==> src/rtl/adc_fifo_drain_if.sv <==
// adc_fifo_drain_if: FIFO read-side and host block-pipe signals of the ADC drain controller.
// master = drain controller, slave = FIFO/host side.
interface adc_fifo_drain_if #(
    parameter int DATA_W = 256,
    parameter int CNT_W  = 7
);
    logic              fifo_rd_en;
    logic              fifo_valid;
    logic              fifo_empty;
    logic              fifo_full;
    logic [CNT_W-1:0]  fifo_rd_data_cnt;
    logic [DATA_W-1:0] fifo_data;
    logic              host_ready;
    logic              host_strobe;
    logic [DATA_W-1:0] host_data;

    modport master (
        output fifo_rd_en, host_strobe, host_data,
        input  fifo_valid, fifo_empty, fifo_full,
        input  fifo_rd_data_cnt, fifo_data, host_ready
    );

    modport slave (
        input  fifo_rd_en, host_strobe, host_data,
        output fifo_valid, fifo_empty, fifo_full,
        output fifo_rd_data_cnt, fifo_data, host_ready
    );
endinterface

==> src/rtl/adc_fifo_drain_ctrl.sv <==
// adc_fifo_drain_ctrl: burst read scheduler from the ADC pixel FIFO to the host pipe.
// Optional DRAIN_FLUSH_EN adds a FLUSH state that discards leftover FIFO words.
module adc_fifo_drain_ctrl #(
    parameter int DATA_W    = 256,
    parameter int CNT_W     = 7,
    parameter int BURST_LEN = 16
) (
    input  logic             clk,
    input  logic             rst,
    input  logic             enable,
    adc_fifo_drain_if.master bus,
    output logic             busy,
    output logic             burst_done,
    output logic [15:0]      burst_cnt,
    input  logic             ovf_clr,
    output logic             overflow
`ifdef DRAIN_FLUSH_EN
    ,
    input  logic             flush,
    output logic [CNT_W-1:0] flush_words
`endif
);

    localparam logic [CNT_W-1:0] LEN    = CNT_W'(BURST_LEN);
    localparam logic [CNT_W-1:0] LEN_M1 = CNT_W'(BURST_LEN - 1);

    typedef enum logic [1:0] {
        S_IDLE,
        S_ISSUE,
        S_WAIT
`ifdef DRAIN_FLUSH_EN
        ,
        S_FLUSH
`endif
    } state_t;

    state_t           state, state_n;
    logic [CNT_W-1:0] issued, recv;
    logic             rd_en, start, done, in_burst;

    assign in_burst       = (state == S_ISSUE) || (state == S_WAIT);
    assign busy           = (state != S_IDLE);
    assign bus.fifo_rd_en = rd_en & ~rst;

    // Next-state and read-enable decode; a burst only starts with a whole burst buffered.
    always_comb begin
        state_n = state;
        rd_en   = 1'b0;
        start   = 1'b0;
        done    = 1'b0;
        unique case (state)
            S_IDLE: begin
                if (enable && bus.host_ready && bus.fifo_rd_data_cnt >= LEN) begin
                    state_n = S_ISSUE;
                    start   = 1'b1;
                end
`ifdef DRAIN_FLUSH_EN
                else if (!enable && flush) begin
                    state_n = S_FLUSH;
                end
`endif
            end
            S_ISSUE: begin
                rd_en = ~bus.fifo_empty;
                if (rd_en && issued == LEN_M1) state_n = S_WAIT;
            end
            S_WAIT: begin
                if (recv == LEN) begin
                    state_n = S_IDLE;
                    done    = 1'b1;
                end
            end
`ifdef DRAIN_FLUSH_EN
            S_FLUSH: begin
                rd_en = ~bus.fifo_empty;
                if (bus.fifo_empty && !bus.fifo_valid) state_n = S_IDLE;
            end
`endif
            default: state_n = S_IDLE;
        endcase
    end

    // State register.
    always_ff @(posedge clk) begin
        if (rst) state <= S_IDLE;
        else     state <= state_n;
    end

    // Issued-read and received-word counters, restarted at each burst start.
    always_ff @(posedge clk) begin
        if (rst || start) begin
            issued <= '0;
            recv   <= '0;
        end else begin
            if (state == S_ISSUE && rd_en) issued <= issued + 1'b1;
            if (in_burst && bus.fifo_valid) recv <= recv + 1'b1;
        end
    end

    // Host datapath: words returned outside a burst are dropped.
    always_ff @(posedge clk) begin
        if (rst) begin
            bus.host_strobe <= 1'b0;
            bus.host_data   <= '0;
        end else begin
            bus.host_strobe <= in_burst & bus.fifo_valid;
            if (in_burst && bus.fifo_valid) bus.host_data <= bus.fifo_data;
        end
    end

    // Burst completion pulse and wrapping burst counter.
    always_ff @(posedge clk) begin
        if (rst) begin
            burst_done <= 1'b0;
            burst_cnt  <= '0;
        end else begin
            burst_done <= done;
            if (done) burst_cnt <= burst_cnt + 16'd1;
        end
    end

    // Sticky overflow; a new full event beats a coincident clear.
    always_ff @(posedge clk) begin
        if (rst)                        overflow <= 1'b0;
        else if (bus.fifo_full && enable) overflow <= 1'b1;
        else if (ovf_clr)               overflow <= 1'b0;
    end

`ifdef DRAIN_FLUSH_EN
    // Count words discarded by the current flush.
    always_ff @(posedge clk) begin
        if (rst)                                      flush_words <= '0;
        else if (state == S_IDLE && state_n == S_FLUSH) flush_words <= '0;
        else if (state == S_FLUSH && bus.fifo_valid)  flush_words <= flush_words + 1'b1;
    end
`endif

endmodule

==> src/flat_wrapper.sv <==
// flat-port wrapper written by rule: the top's interface ports become plain ports
module adc_fifo_drain_ctrl_flat 
#(
    parameter int DATA_W    = 256,
    parameter int CNT_W     = 7,
    parameter int BURST_LEN = 16
)
  (clk, rst, enable, busy, burst_done, burst_cnt, ovf_clr, overflow, bus_fifo_rd_en, bus_host_strobe, bus_host_data, bus_fifo_valid, bus_fifo_empty, bus_fifo_full, bus_fifo_rd_data_cnt, bus_fifo_data, bus_host_ready);
  adc_fifo_drain_if #(.DATA_W(DATA_W), .CNT_W(CNT_W)) bus_i ();
  input  logic clk;
  input  logic rst;
  input  logic enable;
  output logic busy;
  output logic burst_done;
  output logic [15:0] burst_cnt;
  input  logic ovf_clr;
  output logic overflow;
  output wire logic [$bits(bus_i.fifo_rd_en)-1:0] bus_fifo_rd_en;
  output wire logic [$bits(bus_i.host_strobe)-1:0] bus_host_strobe;
  output wire logic [$bits(bus_i.host_data)-1:0] bus_host_data;
  input wire logic [$bits(bus_i.fifo_valid)-1:0] bus_fifo_valid;
  input wire logic [$bits(bus_i.fifo_empty)-1:0] bus_fifo_empty;
  input wire logic [$bits(bus_i.fifo_full)-1:0] bus_fifo_full;
  input wire logic [$bits(bus_i.fifo_rd_data_cnt)-1:0] bus_fifo_rd_data_cnt;
  input wire logic [$bits(bus_i.fifo_data)-1:0] bus_fifo_data;
  input wire logic [$bits(bus_i.host_ready)-1:0] bus_host_ready;
  assign bus_fifo_rd_en = bus_i.fifo_rd_en;
  assign bus_host_strobe = bus_i.host_strobe;
  assign bus_host_data = bus_i.host_data;
  assign bus_i.fifo_valid = bus_fifo_valid;
  assign bus_i.fifo_empty = bus_fifo_empty;
  assign bus_i.fifo_full = bus_fifo_full;
  assign bus_i.fifo_rd_data_cnt = bus_fifo_rd_data_cnt;
  assign bus_i.fifo_data = bus_fifo_data;
  assign bus_i.host_ready = bus_host_ready;
  adc_fifo_drain_ctrl #(.DATA_W(DATA_W), .CNT_W(CNT_W), .BURST_LEN(BURST_LEN)) u_core (.clk(clk), .rst(rst), .enable(enable), .bus(bus_i), .busy(busy), .burst_done(burst_done), .burst_cnt(burst_cnt), .ovf_clr(ovf_clr), .overflow(overflow));
endmodule
==> config.mk <==
export PLATFORM = sky130hd
export DESIGN_NAME = adc_fifo_drain_ctrl_flat
export DESIGN_NICKNAME = d
export VERILOG_FILES = /design/src/rtl/adc_fifo_drain_if.sv /design/src/rtl/adc_fifo_drain_ctrl.sv /design/src/flat_wrapper.sv
export SDC_FILE = /design/constraint.sdc
export NUM_CORES = 1
export LEC_CHECK = 0
export CORE_AREA = 2 2 215 217
export CTS_BUF_LIST = sky130_fd_sc_hd__clkbuf_16
export DETAILED_ROUTE_END_ITERATION = 16
export DIE_AREA = 0 0 217 219
export GPL_TIMING_DRIVEN = 0
export HOLD_SLACK_MARGIN = 0.1
export PLACE_DENSITY = 0.56
export SETUP_SLACK_MARGIN = 0.15
export SLEW_MARGIN = 0
export SYNTH_ARGS = -nofsm -noshare
export SYNTH_HDL_FRONTEND = slang
export SYNTH_SLANG_ARGS = --single-unit
==> constraint.sdc <==
create_clock -name clk -period 3.7 [get_ports clk]
set_input_delay 0.37 -clock clk [delete_from_list [all_inputs] [get_ports clk]]
set_output_delay 0.37 -clock clk [all_outputs]
set_load 0.03 [all_outputs]
==> reports/summary.txt <==
Run status: finished clean
Syn Nets: 1,577
Initial standard-cell utilization of the core: 23.0%
Clock transition at the register clock pins on the worst setup and hold paths after CTS: 0.06 ns
Drt drc: 0
Fraction of the cycle the final worst path needs: 79.8%
Mean Syn Cell Area: 7.99 um^2
Max VDD drop: 0.279 mV
Post-Place Cell Area: 16,600 um^2
Post-Syn Area: 10,400 um^2
Global-route wire length before repair: 62.3 mm
Total setup buffers inserted after CTS: 0
Clk root buf: sky130_fd_sc_hd__clkbuf_16
Final-stage net count: 2,158
I/O Pins: 548
Number of synthesis warnings: 0
P per Cell Area: 455 nW/um^2
Antenna cells: 0
Max cap viols: 0
Post-route ant nets: 0
Core area: 45,100 um^2
Synth cell types: 42
Min Clock Period, post-route: 2.95 ns
Gates resized, CTS repair: 0
Floorplan die area: 47,500 um^2
Terminating pin of the worst hold path: u_core.bus.host_data[77]
Placement row count: 78
Cell repeated most along the worst path: sky130_fd_sc_hd__nor2b_1
Number of instances in the placed design: 2,441
Final non-filler cell total: 2,503
Number of max-slew violations in the final report: 0
Number of hold violations in the final report: 0
Hold Crit Start: bus_fifo_data[77]
HPWL after DPL: 32.5 mm
Class of the tightest hold or removal check: input port to flip-flop
Gate count after technology mapping: 1,298
Register-to-register path setup slack: 0.83 ns
Port buffer count: 543
Kind of capture point of the worst setup path: output port
Fraction of the mapped netlist area in compound gates: 14.0%
Cell-by-cell listing of the critical path: inv_1 > ha_1 > nor2b_1 > clkbuf_1 > nor2b_1 > clkdlybuf4s50_1
Overflow left after global routing: 0
Static leakage power: 5.98 nW
Worst slew slack as a fraction of its limit: 21.1%
TritonCTS clock tree: yes
Routability congestion estimate from global placement: 0.844
Via Count: 10,842
XOR/XNOR share of the synthesized area: 1.27%
Wire length after detailed routing: 42.2 mm
Non-Filler Cell Area, Final: 17,700 um^2
Simple-gate portion of the synthesized area: 23.2%
Via count of the first global-routing pass: 10,547
CP Launch Type: flip-flop
Number of endpoints failing setup at the final stage: 0
Post-Synth Adder-Cell Area: 0.966%
Setup TNS: 0 ns
Layout cell share with drive strength beyond 1: 2.94%
Post-synthesis mux area share: 0.507%
Required time reported for the critical path endpoint: 3.33 ns
Worst stage delay on the critical path: 0.72 ns
Die Y: 219 um
Pin count of the biggest net entering global routing: 13
Worst Tran Pin Value: 1.17 ns
Reg2Reg Capture Point: u_core.bus.host_data[146]
Number of synthesized flops with an enable pin: 0
Number of buffers added to fix hold violations after cts: 0
CP max-delay cell: sky130_fd_sc_hd__clkdlybuf4s50_1
Number of synthesized register bits: 291
Layout Skew: 0.00956 ns
Area growth syn-to-layout: 70.6%
Worst hold slack across all endpoints: 0.388 ns
Number of cells on the worst reg-to-reg path: 8
Sink count of the clock tree: 291
Setup repair after global routing missed its margin: false
Max Fclk: 0.339 GHz
CTS HTree Levels: 2
Iteration count of the initial detailed-routing pass: 5
CTS Buf Count: 36
Number of cells traversed by the worst hold path: 3
Wirelength per Cell: 16.9 um
Horizontal die dimension: 217 um
Initial detailed-routing violation count: 426
Drt via density: 4.33
Top flip-flop cell by instance count after synthesis: sky130_fd_sc_hd__dfxtp_1
Arrival time worst endpoint: 2.58 ns
Maximum fanout along the worst path: 8
Share of synthesized area occupied by flip-flops and latches: 56.2%
Kind of critical path: flip-flop to output port
Main combinational cell family by area after synthesis: simple AND/OR/NAND/NOR gates
Overall fraction of global-route tracks in use: 17.0%
Share of flip-flops with an asynchronous set or reset after synthesis: 0%
Clock Path Buffers: 3
Number of antenna violations at the first check in global routing: 1
Worst reg2reg startpoint: u_core.state[0]
Worst-skew pair later-pin latency: 0.53 ns
==> how the worst max path moves through the flow <==
stage | startpoint | to | slack (ns) | cells past startpoint
detailed placement | rst | u_core.bus.host_data[229] | 0.66 | 5
global placement | rst | bus_fifo_rd_en | 0.72 | 5
CTS | u_core.state[1] | bus_fifo_rd_en | 0.68 | 6
global route | u_core.state[1] | bus_fifo_rd_en | 0.58 | 6
floorplan | u_core.recv[0] | u_core.burst_cnt[15] | 1.87 | 8
finish | u_core.state[1] | bus_fifo_rd_en | 0.75 | 6
==> final cells by class <==
cell class | count | area [um^2]
buffer | 93 | 369
clock buffer | 37 | 926
clock inverter | 25 | 206
fill | 4671 | 27400
inverter | 7 | 26.3
multi-input combinational | 907 | 4150
sequential | 291 | 5830
tap | 600 | 751
timing repair buffer | 543 | 5440
==> through the flow <==
step / util (%) / setup WS [ns] / power, mW
after floorplan: - / 1.87 / 3.97
after global placement: 36.7 / 0.715 / 4.68
after detailed placement: 36.7 / 0.664 / 4.69
after CTS: 39.2 / 0.682 / 8.15
after global routing: 39.2 / 0.582 / 8.37
final: 39.2 / 0.748 / 8.04
==> cells by family after synthesis <==
logic type,after synthesis
buffers and inverters,100
xor gates and xnor gates,15
muxes,5
and+or+nand+nor,595
AOI/OAI and AO/OA,284
adders and majority gates,8
DFF,291
==> report_power, final <==
part / switching, mW / leakage, nW / internal (mW)
Sequential: 0.0739 / 2.36 / 3.27
Clock: 1.35 / 0.575 / 2.08
Combinational: 0.704 / 3.05 / 0.574
Total: 2.13 / 5.98 / 5.92
==> flip-flops by register name, summed over array words and instances (netlist names) <==
| name | cells |
|---|---|
| u_core.overflow | 1 |
| u_core.bus.host_strobe | 1 |
| u_core.issued | 7 |
| u_core.recv | 7 |
| u_core.bus.host_data | 256 |
| u_core.state | 2 |
| u_core.burst_cnt | 16 |
| u_core.burst_done | 1 |
==> metal layers <==
| layer | track usage [%] | share of wire [%] |
|---|---|---|
| met1 | 20.0 | 41 |
| met2 | 29.5 | 49 |
| met3 | 5.02 | 7.5 |
| met4 | 5.59 | 2.8 |
| met5 | 0 | 0 |
==> cell usage after synthesis, drive strengths merged (5+ instances only) <==
library cell / n / share of area (%)
nand2: 531 / 19
dfxtp: 291 / 56
a21oi: 268 / 13
clkbuf: 80 / 2.9
nor2: 22 / 0.95
buf: 13 / 0.66
xor2: 11 / 0.93
ha: 8 / 0.97
inv: 7 / 0.25
nand4: 7 / 0.57
o21ai: 6 / 0.29
or3: 6 / 0.39
and3: 5 / 0.30
nand3: 5 / 0.41
==> cell usage in the layout, fill, tap and decap left out, types with 2 or more instances in the layout <==
cell	synthesis	routed
sky130_fd_sc_hd__clkinv_1	0	12
sky130_fd_sc_hd__ha_1	8	8
sky130_fd_sc_hd__buf_1	9	9
sky130_fd_sc_hd__xor2_1	11	11
sky130_fd_sc_hd__inv_1	7	13
sky130_fd_sc_hd__o21ai_0	6	6
sky130_fd_sc_hd__nand2b_1	3	3
sky130_fd_sc_hd__or3_1	4	4
sky130_fd_sc_hd__nor2b_1	4	4
sky130_fd_sc_hd__nand4_1	6	6
sky130_fd_sc_hd__nor3_1	2	2
sky130_fd_sc_hd__clkinv_2	0	2
sky130_fd_sc_hd__bufinv_16	0	4
sky130_fd_sc_hd__mux2i_1	3	3
sky130_fd_sc_hd__nand3_1	3	3
sky130_fd_sc_hd__dfxtp_1	291	291
sky130_fd_sc_hd__buf_6	2	2
sky130_fd_sc_hd__clkdlybuf4s50_1	0	543
sky130_fd_sc_hd__and3_1	5	5
sky130_fd_sc_hd__clkbuf_1	80	80
sky130_fd_sc_hd__nor4_1	2	2
sky130_fd_sc_hd__nand2_1	531	531
sky130_fd_sc_hd__or4_1	4	4
sky130_fd_sc_hd__nor2_1	21	21
sky130_fd_sc_hd__xnor2_1	4	4
sky130_fd_sc_hd__a21oi_1	268	268
sky130_fd_sc_hd__or3_2	2	2
sky130_fd_sc_hd__o31ai_1	4	4
sky130_fd_sc_hd__clkbuf_16	0	37
==> critical path, delay by kind of cell (launching register included) <==
| kind | cells | cell delay (ns) |
|---|---|---|
| adder cells (fa/ha/maj) | 1 | 0.21 |
| buffers and inverters | 3 | 1.14 |
| AND/OR/NAND/NOR | 2 | 0.37 |
| flip-flops | 1 | 0.33 |
No activity file was read; power rests on OpenSTA's default activity.
